File: src/rtl/pixel_stream_tx_pkg.sv
// Shared types and default timing for the pixel stream transmitter.
package pixel_stream_tx_pkg;

  // Width of every position and timing counter.
  localparam int unsigned CNT_W = 15;

  // Default timing constants.
  localparam int unsigned DEF_H_ACTIVE = 176;
  localparam int unsigned DEF_V_ACTIVE = 144;
  localparam int unsigned DEF_VS_LEN   = 8;
  localparam int unsigned DEF_V_BACK   = 4;
  localparam int unsigned DEF_H_BLANK  = 4;

  typedef logic [CNT_W-1:0] cnt_t;

  // Frame sequencing states.
  typedef enum logic [2:0] {
    ST_IDLE   = 3'd0,
    ST_VSYNC  = 3'd1,
    ST_VBACK  = 3'd2,
    ST_LINE   = 3'd3,
    ST_HBLANK = 3'd4,
    ST_END    = 3'd5
  } state_t;

endpackage

File: src/rtl/pixel_stream_tx.sv
// Reads RGB565 pixels from a synchronous frame memory and emits them as a
// VSYNC/HREF byte stream, low byte first, two cycles per pixel.
module pixel_stream_tx
  import pixel_stream_tx_pkg::*;
#(
  parameter int unsigned H_ACTIVE = DEF_H_ACTIVE,
  parameter int unsigned V_ACTIVE = DEF_V_ACTIVE,
  parameter int unsigned VS_LEN   = DEF_VS_LEN,
  parameter int unsigned V_BACK   = DEF_V_BACK,
  parameter int unsigned H_BLANK  = DEF_H_BLANK
) (
  input  logic        CLK,
  input  logic        RES,
  input  logic        EN,
  output logic [14:0] RD_X,
  output logic [14:0] RD_Y,
  input  logic [15:0] RD_DATA,
  output logic        VSYNC,
  output logic        HREF,
  output logic [7:0]  D,
  output logic        BUSY,
  output logic        FRAME_DONE
);

  // Terminal counts for each timed state.
  localparam cnt_t VS_LAST   = CNT_W'(VS_LEN - 1);
  localparam cnt_t VB_LAST   = CNT_W'(V_BACK - 1);
  localparam cnt_t LINE_LAST = CNT_W'(2 * H_ACTIVE - 1);
  localparam cnt_t HB_LAST   = CNT_W'(H_BLANK - 1);
  localparam cnt_t X_LAST    = CNT_W'(H_ACTIVE - 1);
  localparam cnt_t LINES     = CNT_W'(V_ACTIVE);
  localparam cnt_t LINES_M1  = CNT_W'(V_ACTIVE - 1);

  // The first address of a line must be issued two cycles before HREF
  // rises; with a two-cycle gap that edge falls in the preceding state.
  localparam bit   VB_SHORT  = (V_BACK == 2);
  localparam bit   HB_SHORT  = (H_BLANK == 2);
  localparam cnt_t VB_PREF   = CNT_W'(V_BACK - 3);
  localparam cnt_t HB_PREF   = CNT_W'(H_BLANK - 3);

  state_t      state;
  state_t      state_next;
  cnt_t        cnt;
  cnt_t        cnt_next;
  cnt_t        line_cnt;
  cnt_t        line_cnt_next;

  logic [14:0] x_next;
  logic [14:0] y_next;
  logic [7:0]  d_next;
  logic [7:0]  hi_byte;
  logic [7:0]  hi_next;
  logic        vsync_next;
  logic        href_next;
  logic        busy_next;
  logic        done_next;

  logic        more_lines;
  logic        pref_first;
  logic        pref_next;
  logic        x_step;
  logic        low_phase;

  // State register with its phase and line counters.
  always_ff @(posedge CLK or negedge RES) begin
    if (!RES) begin
      state    <= ST_IDLE;
      cnt      <= '0;
      line_cnt <= '0;
    end else begin
      state    <= state_next;
      cnt      <= cnt_next;
      line_cnt <= line_cnt_next;
    end
  end

  // Next-state sequencing and counter update.
  always_comb begin
    state_next    = state;
    cnt_next      = '0;
    line_cnt_next = line_cnt;

    case (state)
      ST_IDLE: begin
        if (EN) state_next = ST_VSYNC;
      end
      ST_VSYNC: begin
        if (cnt == VS_LAST) state_next = ST_VBACK;
      end
      ST_VBACK: begin
        if (cnt == VB_LAST) state_next = ST_LINE;
      end
      ST_LINE: begin
        if (cnt == LINE_LAST) state_next = ST_HBLANK;
      end
      ST_HBLANK: begin
        if (cnt == HB_LAST) state_next = (line_cnt < LINES) ? ST_LINE : ST_END;
      end
      ST_END: begin
        state_next = EN ? ST_VSYNC : ST_IDLE;
      end
      default: begin
        state_next = ST_IDLE;
      end
    endcase

    if ((state_next != state) || (state == ST_IDLE)) begin
      cnt_next = '0;
    end else begin
      cnt_next = cnt + CNT_W'(1);
    end

    if ((state == ST_LINE) && (state_next == ST_HBLANK)) begin
      line_cnt_next = line_cnt + CNT_W'(1);
    end else if ((state_next == ST_VSYNC) || (state_next == ST_IDLE)) begin
      line_cnt_next = '0;
    end
  end

  // Address generation, byte selection and registered-output next values.
  always_comb begin
    x_next     = RD_X;
    y_next     = RD_Y;
    d_next     = '0;
    hi_next    = hi_byte;
    vsync_next = (state_next == ST_VSYNC);
    href_next  = (state_next == ST_LINE);
    busy_next  = (state_next != ST_IDLE);
    done_next  = (state_next == ST_END);

    // In the two-cycle-blank case the lookahead edge is the last LINE
    // cycle, before line_cnt has counted the current line.
    more_lines = HB_SHORT ? (line_cnt < LINES_M1) : (line_cnt < LINES);

    pref_first = VB_SHORT ? ((state == ST_VSYNC) && (cnt == VS_LAST))
                          : ((state == ST_VBACK) && (cnt == VB_PREF));
    pref_next  = more_lines &&
                 (HB_SHORT ? ((state == ST_LINE) && (cnt == LINE_LAST))
                           : ((state == ST_HBLANK) && (cnt == HB_PREF)));

    // Next column is requested on each edge that loads a low byte.
    x_step = (((state_next == ST_LINE) && (state != ST_LINE)) ||
              ((state == ST_LINE) && cnt[0])) && (RD_X != X_LAST);

    if (pref_first) begin
      x_next = '0;
      y_next = '0;
    end else if (pref_next) begin
      x_next = '0;
      y_next = RD_Y + 15'd1;
    end else if (x_step) begin
      x_next = RD_X + 15'd1;
    end

    if ((state_next == ST_END) || (state_next == ST_IDLE)) begin
      x_next = '0;
      y_next = '0;
    end

    low_phase = ~cnt_next[0];
    if (href_next) begin
      if (low_phase) begin
        d_next  = RD_DATA[7:0];
        hi_next = RD_DATA[15:8];
      end else begin
        d_next  = hi_byte;
      end
    end
  end

  // Output and high-byte holding registers.
  always_ff @(posedge CLK or negedge RES) begin
    if (!RES) begin
      RD_X       <= '0;
      RD_Y       <= '0;
      D          <= '0;
      hi_byte    <= '0;
      VSYNC      <= 1'b0;
      HREF       <= 1'b0;
      BUSY       <= 1'b0;
      FRAME_DONE <= 1'b0;
    end else begin
      RD_X       <= x_next;
      RD_Y       <= y_next;
      D          <= d_next;
      hi_byte    <= hi_next;
      VSYNC      <= vsync_next;
      HREF       <= href_next;
      BUSY       <= busy_next;
      FRAME_DONE <= done_next;
    end
  end

endmodule

File: config.mk
export PLATFORM = sky130hd
export DESIGN_NAME = pixel_stream_tx
export DESIGN_NICKNAME = d
export VERILOG_FILES = /design/src/rtl/pixel_stream_tx_pkg.sv /design/src/rtl/pixel_stream_tx.sv
export SDC_FILE = /design/constraint.sdc
export NUM_CORES = 1
export LEC_CHECK = 0
export CAP_MARGIN = 20
export CORE_MARGIN = 2
export CORE_UTILIZATION = 40
export DETAILED_ROUTE_END_ITERATION = 8
export DONT_BUFFER_PORTS = 1
export PLACE_DENSITY_LB_ADDON = 0.3
export SLEW_MARGIN = 40
export SYNTH_ARGS = -nofsm -noshare
export SYNTH_HDL_FRONTEND = slang
export SYNTH_SLANG_ARGS = --single-unit
File: constraint.sdc
create_clock -name CLK -period 4.1 [get_ports CLK]
set_clock_uncertainty 0.15 [all_clocks]
set_input_delay 0.205 -clock CLK [delete_from_list [all_inputs] [get_ports CLK]]
set_output_delay 0.205 -clock CLK [all_outputs]
set_load 0.005 [all_outputs]
==> results of run 1 <==
==> through the flow <==
stage	instance area [µm²]	hold WS [ns]	utilization, %	power [mW]	worst slack [ns]
floorplan	4290	-0.241	-	0.853	1.11
global placement	4400	-0.239	42.5	0.855	0.808
detailed placement	4400	-0.239	42.5	0.855	0.745
CTS	4840	0.197	46.7	1.60	0.715
global route	4840	0.220	46.7	1.64	0.432
finish	4840	0.209	46.7	1.59	0.717
==> synthesized netlist by cell type, types with 2 or more instances <==
library cell / instances / area, µm²
nand4_1: 10 / 62.6
o31ai_1: 5 / 37.5
nor2b_1: 5 / 31.3
or4_4: 3 / 33.8
nor2_1: 50 / 188
o21ai_1: 22 / 110
o21a_1: 3 / 22.5
a31oi_1: 4 / 25.0
nor4b_1: 2 / 17.5
xor2_1: 13 / 114
a21oi_1: 13 / 65.1
or4_1: 4 / 30.0
nor3_1: 8 / 40.0
and3_1: 17 / 106
nand2_1: 48 / 180
nor3b_1: 2 / 15.0
clkbuf_1: 11 / 41.3
dfrtp_1: 83 / 2080
o41ai_1: 2 / 17.5
xnor2_1: 13 / 114
nand2b_1: 5 / 31.3
ha_1: 5 / 62.6
and2_1: 4 / 25.0
or3_1: 16 / 100
mux2_1: 8 / 90.1
nor4_1: 5 / 31.3
buf_2: 3 / 15.0
a31oi_4: 2 / 42.5
mux2i_1: 10 / 100
o21ai_0: 19 / 95.1
inv_1: 12 / 45.0
buf_6: 3 / 33.8
nand3_1: 22 / 110
==> worst max-delay path, cell delays in order, from the launching register on <==
cell     delay (ns)
dfrtp_1        0.44
or4_4          0.59
nor4_1         0.63
o22a_1         0.32
a22oi_1        0.12
o21ai_1        0.18
nand3_1        0.49
o21ba_1        0.41
==> routing by layer <==
| layer | vias up | routed length, µm | GRT usage [%] |
|---|---|---|---|
| met1 | 1623 | 4260 | 20.9 |
| met4 | 0 | 105 | 4.67 |
| met3 | 7 | 532 | 4.96 |
| li1 | 1619 | - | - |
| met2 | 79 | 4320 | 26.7 |
| met5 | - | 0 | 0 |
==> layout make-up <==
| cell class | instances | area share (%) |
|---|---|---|
| Multi-Input combinational cell | 337 | 42.9 |
| Clock inverter | 4 | 2.04 |
| Inverter | 12 | 0.930 |
| Timing Repair Buffer | 23 | 4.86 |
| Sequential cell | 83 | 42.9 |
| Tap cell | 136 | 3.51 |
| Clock buffer | 11 | 2.92 |
==> cells in the final DEF, fill, tap and decap left out, drive strengths merged, types with 2 or more instances in the layout <==
cell | Yosys | final
nor4 | 5 | 5
mux2i | 10 | 10
nor3 | 9 | 9
o21a | 3 | 3
nand3 | 22 | 22
nor2 | 51 | 51
buf | 6 | 6
and3 | 17 | 17
xor2 | 13 | 13
nand2b | 5 | 5
xnor2 | 13 | 13
nand4 | 10 | 10
bufinv | 0 | 3
clkbuf | 11 | 11
o21ai | 42 | 42
or3 | 16 | 16
nor3b | 2 | 2
and2 | 5 | 5
nand2 | 48 | 48
o41ai | 2 | 2
mux2 | 8 | 8
inv | 12 | 12
or4 | 7 | 7
ha | 5 | 5
a21oi | 13 | 13
a31oi | 6 | 6
dfrtp | 83 | 83
nor2b | 5 | 5
dlygate4sd3 | 0 | 17
nor4b | 2 | 2
o31ai | 5 | 5
==> kinds of logic (layout without fill, tap and decap cells) <==
family / count (synthesis) / in the layout / share of synthesized area (%)
XOR/XNOR: 26 / 26 / 5.31
buffers and inverters: 29 / 50 / 3.15
AO/OA/AOI/OAI: 81 / 81 / 12.5
multiplexers: 18 / 18 / 4.44
AND/OR/NAND/NOR: 207 / 207 / 24.7
flip-flops: 83 / 83 / 48.5
adder cells (fa/ha/maj): 5 / 5 / 1.46
==> how the worst max path moves through the flow <==
stage	startpoint	end	slack [ns]
2_1_floorplan	cnt[5]	hi_byte[0]	1.11
3_3_place_gp	cnt[11]	hi_byte[4]	0.81
3_5_place_dp	cnt[5]	RD_X[13]	0.75
4_1_cts	cnt[5]	RD_X[13]	0.71
5_1_grt	cnt[5]	RD_X[13]	0.43
6_report	cnt[5]	RD_X[13]	0.72
==> registers in the layout (all words and copies together) (netlist names) <==
| register | cells |
|---|---|
| RD_X | 15 |
| RD_Y | 15 |
| cnt | 15 |
| line_cnt | 15 |
| D | 8 |
| hi_byte | 8 |
| state | 3 |
| BUSY | 1 |
| FRAME_DONE | 1 |
| HREF | 1 |
| VSYNC | 1 |
==> power breakdown <==
| group | leakage, nW | switching, mW | internal [mW] | total, mW |
|---|---|---|---|---|
| clock | 0.120 | 0.295 | 0.420 | 0.715 |
| combinational | 0.888 | 0.0227 | 0.0183 | 0.0409 |
| sequential | 1.07 | 0.00413 | 0.826 | 0.830 |
| total | 2.08 | 0.322 | 1.26 | 1.59 |
==> repair_timing <==
action	CTS	global route
setup buffers	0	0
endpoints found under the hold margin	99	0
hold buffers	18	0
==> impl_results.rst, run 1 <==
.. list-table::
   :header-rows: 1

   * - Metric
     - Value
   * - Relative area change from synthesis to final layout
     - 13.0%
   * - Fraction of layout instances using a drive strength above 1
     - 7.45%
   * - Number of CTS-inserted buffers
     - 9
   * - IO buf count
     - 0
   * - Reg2Reg Capture Point
     - RD_X[13]
   * - Max-cap violations
     - 0
   * - Overall Global Routing Usage
     - 16.3%
   * - Vias in the first global route
     - ~3,200
   * - Detailed Route WL
     - 9220 µm
   * - Number of flip-flops and latches in the synthesized netlist
     - 83
   * - Vias post-DR
     - 3,328
   * - Die footprint
     - 11,600 µm²
   * - Number of cells traversed by the worst hold path
     - 3
   * - Area of the placeable core
     - 10,400 µm²
   * - Unique masters post-synth
     - 50
   * - FF-to-FF Start
     - cnt[5]
   * - TritonCTS sink count
     - 83
   * - Clock latency on the worst-skew pair
     - ~0.34 ns
   * - Per-cell via count in the routed design
     - 5.49
   * - Net Count, Synth
     - 473
   * - TritonCTS clock tree
     - built
   * - Class of the worst hold path
     - in2reg
   * - Clock root cell
     - clkbuf_8
   * - Tcrit/Tclk final
     - between 80% and 90%
   * - Number of inserted filler cells in the final layout
     - 954
   * - RSZ-0062 raised after global routing
     - no
   * - Total count of max-transition violations in the final report
     - 0
   * - Yosys warnings
     - 0
   * - Worst slew margin relative to its limit
     - 54.1%
   * - CTS clk-pin slew, worst paths
     - 0.09 ns
   * - Mapped Cells
     - about 450
   * - N_diodes
     - 0
   * - Transition time of the tightest slew-check pin
     - 0.682 ns
   * - Nature of the critical path startpoint
     - register
   * - Net total in the final layout
     - 490
   * - Total congestion overflow
     - 0
   * - Data arrival time of the critical path
     - ~3.5 ns
   * - Number of design rule violations left after detail routing
     - 0
   * - Antenna violations before repair
     - 0
   * - Post-synthesis async set-or-reset flop share
     - 100%
   * - Maximum clock insertion buffer count
     - 2
   * - Non-filler cells in the finished layout
     - 606
   * - Required time worst endpoint
     - about 4.2 ns
   * - Final sum of negative setup slack
     - 0 ns
   * - Post-route minimum period
     - 3.38 ns
   * - End point of the most critical hold path
     - VSYNC
   * - Startpoint of the most critical hold path
     - EN
   * - Largest net degree at the start of global routing
     - 84
   * - Effective utilization at floorplan
     - 41.3%
   * - Half-perimeter wire length after detailed placement
     - slightly above 6000 µm
   * - Number of endpoints failing setup at the final stage
     - 0
   * - R2R setup slack
     - 0.72 ns
   * - Primary flip-flop cell chosen by synthesis mapping
     - dfrtp_1
   * - Global-route wire length before repair
     - around 15,000 µm
   * - H-tree levels
     - 3
   * - Antenna violation net count after detailed routing
     - 0
   * - DR WL/cell
     - roughly 15 µm
   * - Synthesized area per cell
     - 9.55 µm²
   * - Count of standard-cell rows
     - 37
   * - Area taken by multi-input logic gates
     - approximately 2100 µm²
   * - Maximum ir drop on the vdd rail
     - 171 µV
   * - Power Dens Cells
     - between 300 and 400 nW/µm²
   * - Share of the yosys chip area belonging to registers
     - 48.5%
   * - Post-synth EDFFs
     - 0
   * - Die extent in x
     - 108 µm
   * - Post-cts gate resize count
     - 0
   * - Count of final hold-check violations
     - 0
   * - Kind of end point of the critical path
     - register
   * - Die boundary height
     - 108 µm
   * - Worst reg2reg path depth
     - 7
   * - Storage element area
     - 2080 µm²
   * - Worst Setup Path Type
     - reg2reg
   * - Maximum fanout along the worst path
     - 17
   * - Summed instance area of the synthesized netlist
     - between 4000 and 5000 µm²
   * - Outcome
     - finished clean
   * - Total leakage power
     - 2.08 nW
   * - Placed cells
     - 573
   * - Achievable frequency
     - approximately 0.3 GHz
   * - Boundary pin count
     - 61
   * - Iter 0 DRT Violations
     - 238
   * - RD Place Congestion
     - ~0.89
   * - TritonRoute pass-1 iters
     - 5
Note: power is estimated with default switching activity, not from simulation.
==> run 2: changes to the inputs <==
- ABC_AREA: not set -> 1
- clock period: 4.1 -> 3.31 ns (I/O delays scaled with it)
==> run 2 against run 1 <==
Against the previous run: worst setup slack better by 0.051 ns; the run now ends with design-rule violations left; first-iteration DRC count up 11%; final cell count up 34%; register-to-register slack better by 0.05 ns; critical endpoint is now RD_Y[10]; highest routed layer unchanged; critical path type unchanged; non-clock buffer count down 4; routed wire length up 17%.
==> impl_results.rst, run 2 <==
.. list-table::
   :header-rows: 1

   * - Metric
     - Value
   * - Reg2Reg Capture Point
     - RD_Y[10] (was RD_X[13])
   * - Total leakage power
     - 2.69 nW (was 2.08 nW)
   * - TritonRoute pass-1 iters
     - 7 (was 5)
   * - Part of the power in registers
     - 46.7% (was 52.3%)
   * - Cell type of the slowest stage on the worst timing path
     - dfrtp_1 (was nor4_1)
   * - Violated checks
     - design-rule violations
   * - Maximum clock insertion buffer count
     - 2 (unchanged)
   * - Post-CTS setup repair buffer count
     - 0 (unchanged)
   * - Data arrival time of the critical path
     - 2.65 ns (was 3.51 ns)
   * - Placed cells
     - 777 (was 573)
   * - Die boundary height
     - 113 µm (was 108 µm)
   * - Least setup slack across all paths after layout
     - 0.768 ns (was 0.717 ns)
   * - Nature of the critical path startpoint
     - register (unchanged)
   * - Boundary pin count
     - 61 (unchanged)
   * - Fraction of layout instances using a drive strength above 1
     - 8.98% (was 7.45%)
   * - Part of the total power dissipated in combinational logic
     - 2.4% (was 2.6%)
   * - Primary flip-flop cell chosen by synthesis mapping
     - dfrtp_1 (unchanged)
   * - Share of total power consumed by net switching
     - 20.6% (was 20.3%)
   * - Antenna violation net count after detailed routing
     - 0 (unchanged)
   * - Fraction of power consumed by the clock network
     - 50.9% (was 45.1%)
   * - Worst reg2reg path depth
     - 13 (was 7)
   * - Maximum fanout along the worst path
     - 19 (was 17)
   * - H-tree levels
     - 3 (unchanged)
   * - Most frequent cells in the layout
     - nand2_1, nor2_1, dfrtp_1, inv_1, nand3_1 (was dfrtp_1, nor2_1, nand2_1, nand3_1, o21ai_1)
   * - Worst slew margin relative to its limit
     - 62.1% (was 54.1%)
   * - Design Area, Final
     - 5410 µm² (was 4840 µm²)
   * - Total power of the final layout
     - 2.21 mW (was 1.59 mW)
   * - IO buf count
     - 0 (unchanged)
   * - Most frequent cell after synthesis
     - nand2_1 (was dfrtp_1)
   * - Post-layout util
     - 47.0% (was 46.7%)
   * - Top cells by count, synth
     - nand2_1, nor2_1, dfrtp_1 (was dfrtp_1, nor2_1, nand2_1)
   * - Pint
     - 1.75 mW (was 1.26 mW)
   * - Detailed Route WL
     - 10,800 µm (was 9220 µm)
   * - Count of final hold-check violations
     - 0 (unchanged)
   * - Power Dens Cells
     - 408 nW/µm² (was 327 nW/µm²)
   * - Area taken by multi-input logic gates
     - 2300 µm² (was 2080 µm²)
   * - Iter 0 DRT Violations
     - 263 (was 238)
   * - Post-route minimum period
     - 2.54 ns (was 3.38 ns)
   * - Stage delay of the slowest cell on the critical path
     - 0.39 ns (was 0.63 ns)
   * - Net total in the final layout
     - 687 (was 490)
   * - Die extent in x
     - 113 µm (was 108 µm)
   * - Net Count, Synth
     - 665 (was 473)
   * - Post-synthesis async set-or-reset flop share
     - 100% (unchanged)
   * - Non-filler cells in the finished layout
     - 811 (was 606)
   * - Transition time of the tightest slew-check pin
     - 0.567 ns (was 0.682 ns)
   * - End point of the most critical hold path
     - state[0] (was VSYNC)
   * - N_diodes
     - 0 (unchanged)
   * - TritonCTS clock tree
     - built (unchanged)
   * - Area of the placeable core
     - 11,500 µm² (was 10,400 µm²)
   * - Number of inserted filler cells in the final layout
     - 1,082 (was 954)
   * - Global-route wire length before repair
     - 18,600 µm (was 15,300 µm)
   * - Unique masters post-synth
     - 38 (was 50)
   * - Per-cell via count in the routed design
     - 5.10 (was 5.49)
   * - Die footprint
     - 12,800 µm² (was 11,600 µm²)
   * - TritonCTS sink count
     - 83 (unchanged)
   * - Total count of max-transition violations in the final report
     - 0 (unchanged)
   * - Worst Setup Path Type
     - reg2reg (unchanged)
   * - Post-synthesis cell type with the largest combined area
     - dfrtp_1 (unchanged)
   * - Relative area change from synthesis to final layout
     - 13.9% (was 13.0%)
   * - Met2 track demand over resource
     - 30.0% (was 26.7%)
   * - Number of cells traversed by the worst hold path
     - 3 (unchanged)
   * - Worst path cell trace
     - ha_1 > nand2_1 > inv_2 > nand2_1 > nor2_1 > nand2_1 > nand2_2 > nand3_2 > a21oi_2 > nand3_1 > nand2_2 > nand2_2 > o21ai_1 (was or4_4 > nor4_1 > o22a_1 > a22oi_1 > o21ai_1 > nand3_1 > o21ba_1)
   * - CTS clk-pin slew, worst paths
     - 0.06 ns (was 0.09 ns)
   * - Post-placement cell area
     - 4880 µm² (was 4400 µm²)
   * - Final-layout worst hold slack
     - 0.0318 ns (was 0.209 ns)
   * - Area fraction of the dominant cell type after synthesis
     - 43.7% (was 48.5%)
   * - Yosys warnings
     - 0 (unchanged)
   * - Antenna violations before repair
     - 0 (unchanged)
   * - Vias post-DR
     - 4,133 (was 3,328)
   * - Largest net degree at the start of global routing
     - 84 (unchanged)
   * - Place WS
     - 0.777 ns (was 0.745 ns)
   * - DR WL/cell
     - 13.3 µm (was 15.2 µm)
   * - RSZ-0062 raised after global routing
     - no (unchanged)
   * - Achievable frequency
     - 0.393 GHz (was 0.296 GHz)
   * - Max-cap violations
     - 0 (unchanged)
   * - Class of the worst hold path
     - in2reg (unchanged)
   * - Summed instance area of the synthesized netlist
     - 4750 µm² (was 4290 µm²)
   * - Biggest area contributors in the synthesized netlist
     - dfrtp_1, nand2_1, nor2_1 (was dfrtp_1, nor2_1, nand2_1)
   * - Share of the yosys chip area belonging to registers
     - 43.7% (was 48.5%)
   * - Met3 global-route usage
     - 4.82% (was 4.96%)
   * - R2R setup slack
     - 0.77 ns (was 0.72 ns)
   * - Number of CTS-inserted buffers
     - 9 (unchanged)
   * - Synthesized area per cell
     - 7.42 µm² (was 9.55 µm²)
   * - Post-synth EDFFs
     - 0 (unchanged)
   * - Final sum of negative setup slack
     - 0 ns (unchanged)
   * - Total net switching power
     - 456 µW (was 322 µW)
   * - Clock root cell
     - clkbuf_16 (was clkbuf_8)
   * - Post-cts gate resize count
     - 0 (unchanged)
   * - Clock latency on the worst-skew pair
     - 0.34 ns (about the same)
   * - Number of flip-flops and latches in the synthesized netlist
     - 83 (unchanged)
   * - Storage element area
     - 2080 µm² (unchanged)
   * - Number of endpoints failing setup at the final stage
     - 0 (unchanged)
   * - Mapped Cells
     - 641 (was 449)
   * - Dominant delay contributor by cell family on the critical path
     - simple AND/OR/NAND/NOR gates (unchanged)
   * - Most congested layer reported by global routing
     - met2 (unchanged)
   * - Buf/Inv on CP
     - 1 (was 0)
   * - Number of design rule violations left after detail routing
     - 2 (was 0)
   * - Vias in the first global route
     - 3,961 (was 3,151)
   * - Effective utilization at floorplan
     - 41.3% (about the same)
   * - Commonest non-fill, non-tap cell in the layout
     - nand2_1 (was dfrtp_1)
   * - Maximum ir drop on the vdd rail
     - 307 µV (was 171 µV)
   * - Global routing usage on met1
     - 22.8% (was 20.9%)
   * - Tcrit/Tclk final
     - 76.8% (was 82.5%)
   * - Startpoint of the most critical hold path
     - EN (unchanged)
   * - FF-to-FF Start
     - cnt[0] (was cnt[5])
   * - Total congestion overflow
     - 0 (unchanged)
   * - Half-perimeter wire length after detailed placement
     - 7490 µm (was 6110 µm)
   * - Required time worst endpoint
     - 3.42 ns (was 4.23 ns)
   * - Kind of end point of the critical path
     - register (unchanged)
   * - Count of standard-cell rows
     - 39 (was 37)
   * - RD Place Congestion
     - 0.873 (was 0.887)
   * - Outcome
     - finished with violations (was finished clean)
   * - Overall Global Routing Usage
     - 17.8% (was 16.3%)
-- run 2: cell count changes in the layout (fill, tap and decap cells not counted), moves of 16 or more --
| cell | previous run | this run |
|---|---|---|
| and3_1 | 17 | 0 |
| inv_1 | 12 | 71 |
| nand2_1 | 48 | 163 |
| nand3_1 | 22 | 63 |
| nor2_1 | 49 | 98 |
| or3_1 | 16 | 0 |
-- run 2: logic make-up (layout without fill, tap and decap cells) --
family | Yosys count | count (layout) | share of synthesized area [%]
simple gates | 398 | 398 | 38.5
fa+ha+maj | 5 | 5 | 1.32
buf+inv | 92 | 119 | 7.95
xor+xnor | 18 | 18 | 3.32
compound gates | 45 | 45 | 5.26
flops | 83 | 83 | 43.7
-- run 2: what timing repair did --
| action | 4_1_cts | 5_1_grt |
|---|---|---|
| endpoints found under the hold margin | 99 | 0 |
| setup endpoints to repair | 0 | 0 |
| hold buffers | 18 | 0 |
-- run 2: how the worst max path moves through the flow --
stage                      start          to  slack, ns  cells past startpoint
final                     cnt[0]    RD_Y[10]       0.77                     13
after global placement    cnt[0]    RD_Y[10]       0.85                     13
after detailed placement  cnt[0]    RD_Y[14]       0.78                     13
after CTS                 cnt[0]    RD_Y[10]       0.74                     13
after global routing      cnt[0]  hi_byte[4]       0.48                     15
after floorplan           cnt[0]        D[6]       1.24                     15
-- run 2: cell type report --
| class | instances | share of cell area (%) |
|---|---|---|
| clock inverters | 5 | 1.55 |
| well taps | 143 | 3.30 |
| clock buffers | 11 | 4.67 |
| repair buffers | 19 | 3.79 |
| flip-flops and latches | 83 | 38.4 |
| multi-input cells | 466 | 42.5 |
| inverters | 84 | 5.87 |
-- run 2: power by group through the flow --
stage,registers (mW),clock network (mW),logic (mW)
after floorplan,1.05,0,0.0116
after global placement,1.05,0,0.0129
after detailed placement,1.05,0,0.0134
after CTS,1.03,1.14,0.0535
after global routing,1.03,1.19,0.0612
final,1.03,1.12,0.0531
-- run 2: tightest hold or removal path: stages --
cell	delay [ns]
nand2_1	0.05
a21boi_2	0.17
nand3_2	0.09
-- run 2: per-layer routing --
layer / part of all wire (%) / wire length (µm) / up-vias
met5: 0 / 0 / -
met4: 1.1 / 123 / 0
met3: 5.2 / 562 / 11
met2: 48 / 5190 / 83
met1: 46 / 4940 / 1933
li1: - / - / 2106
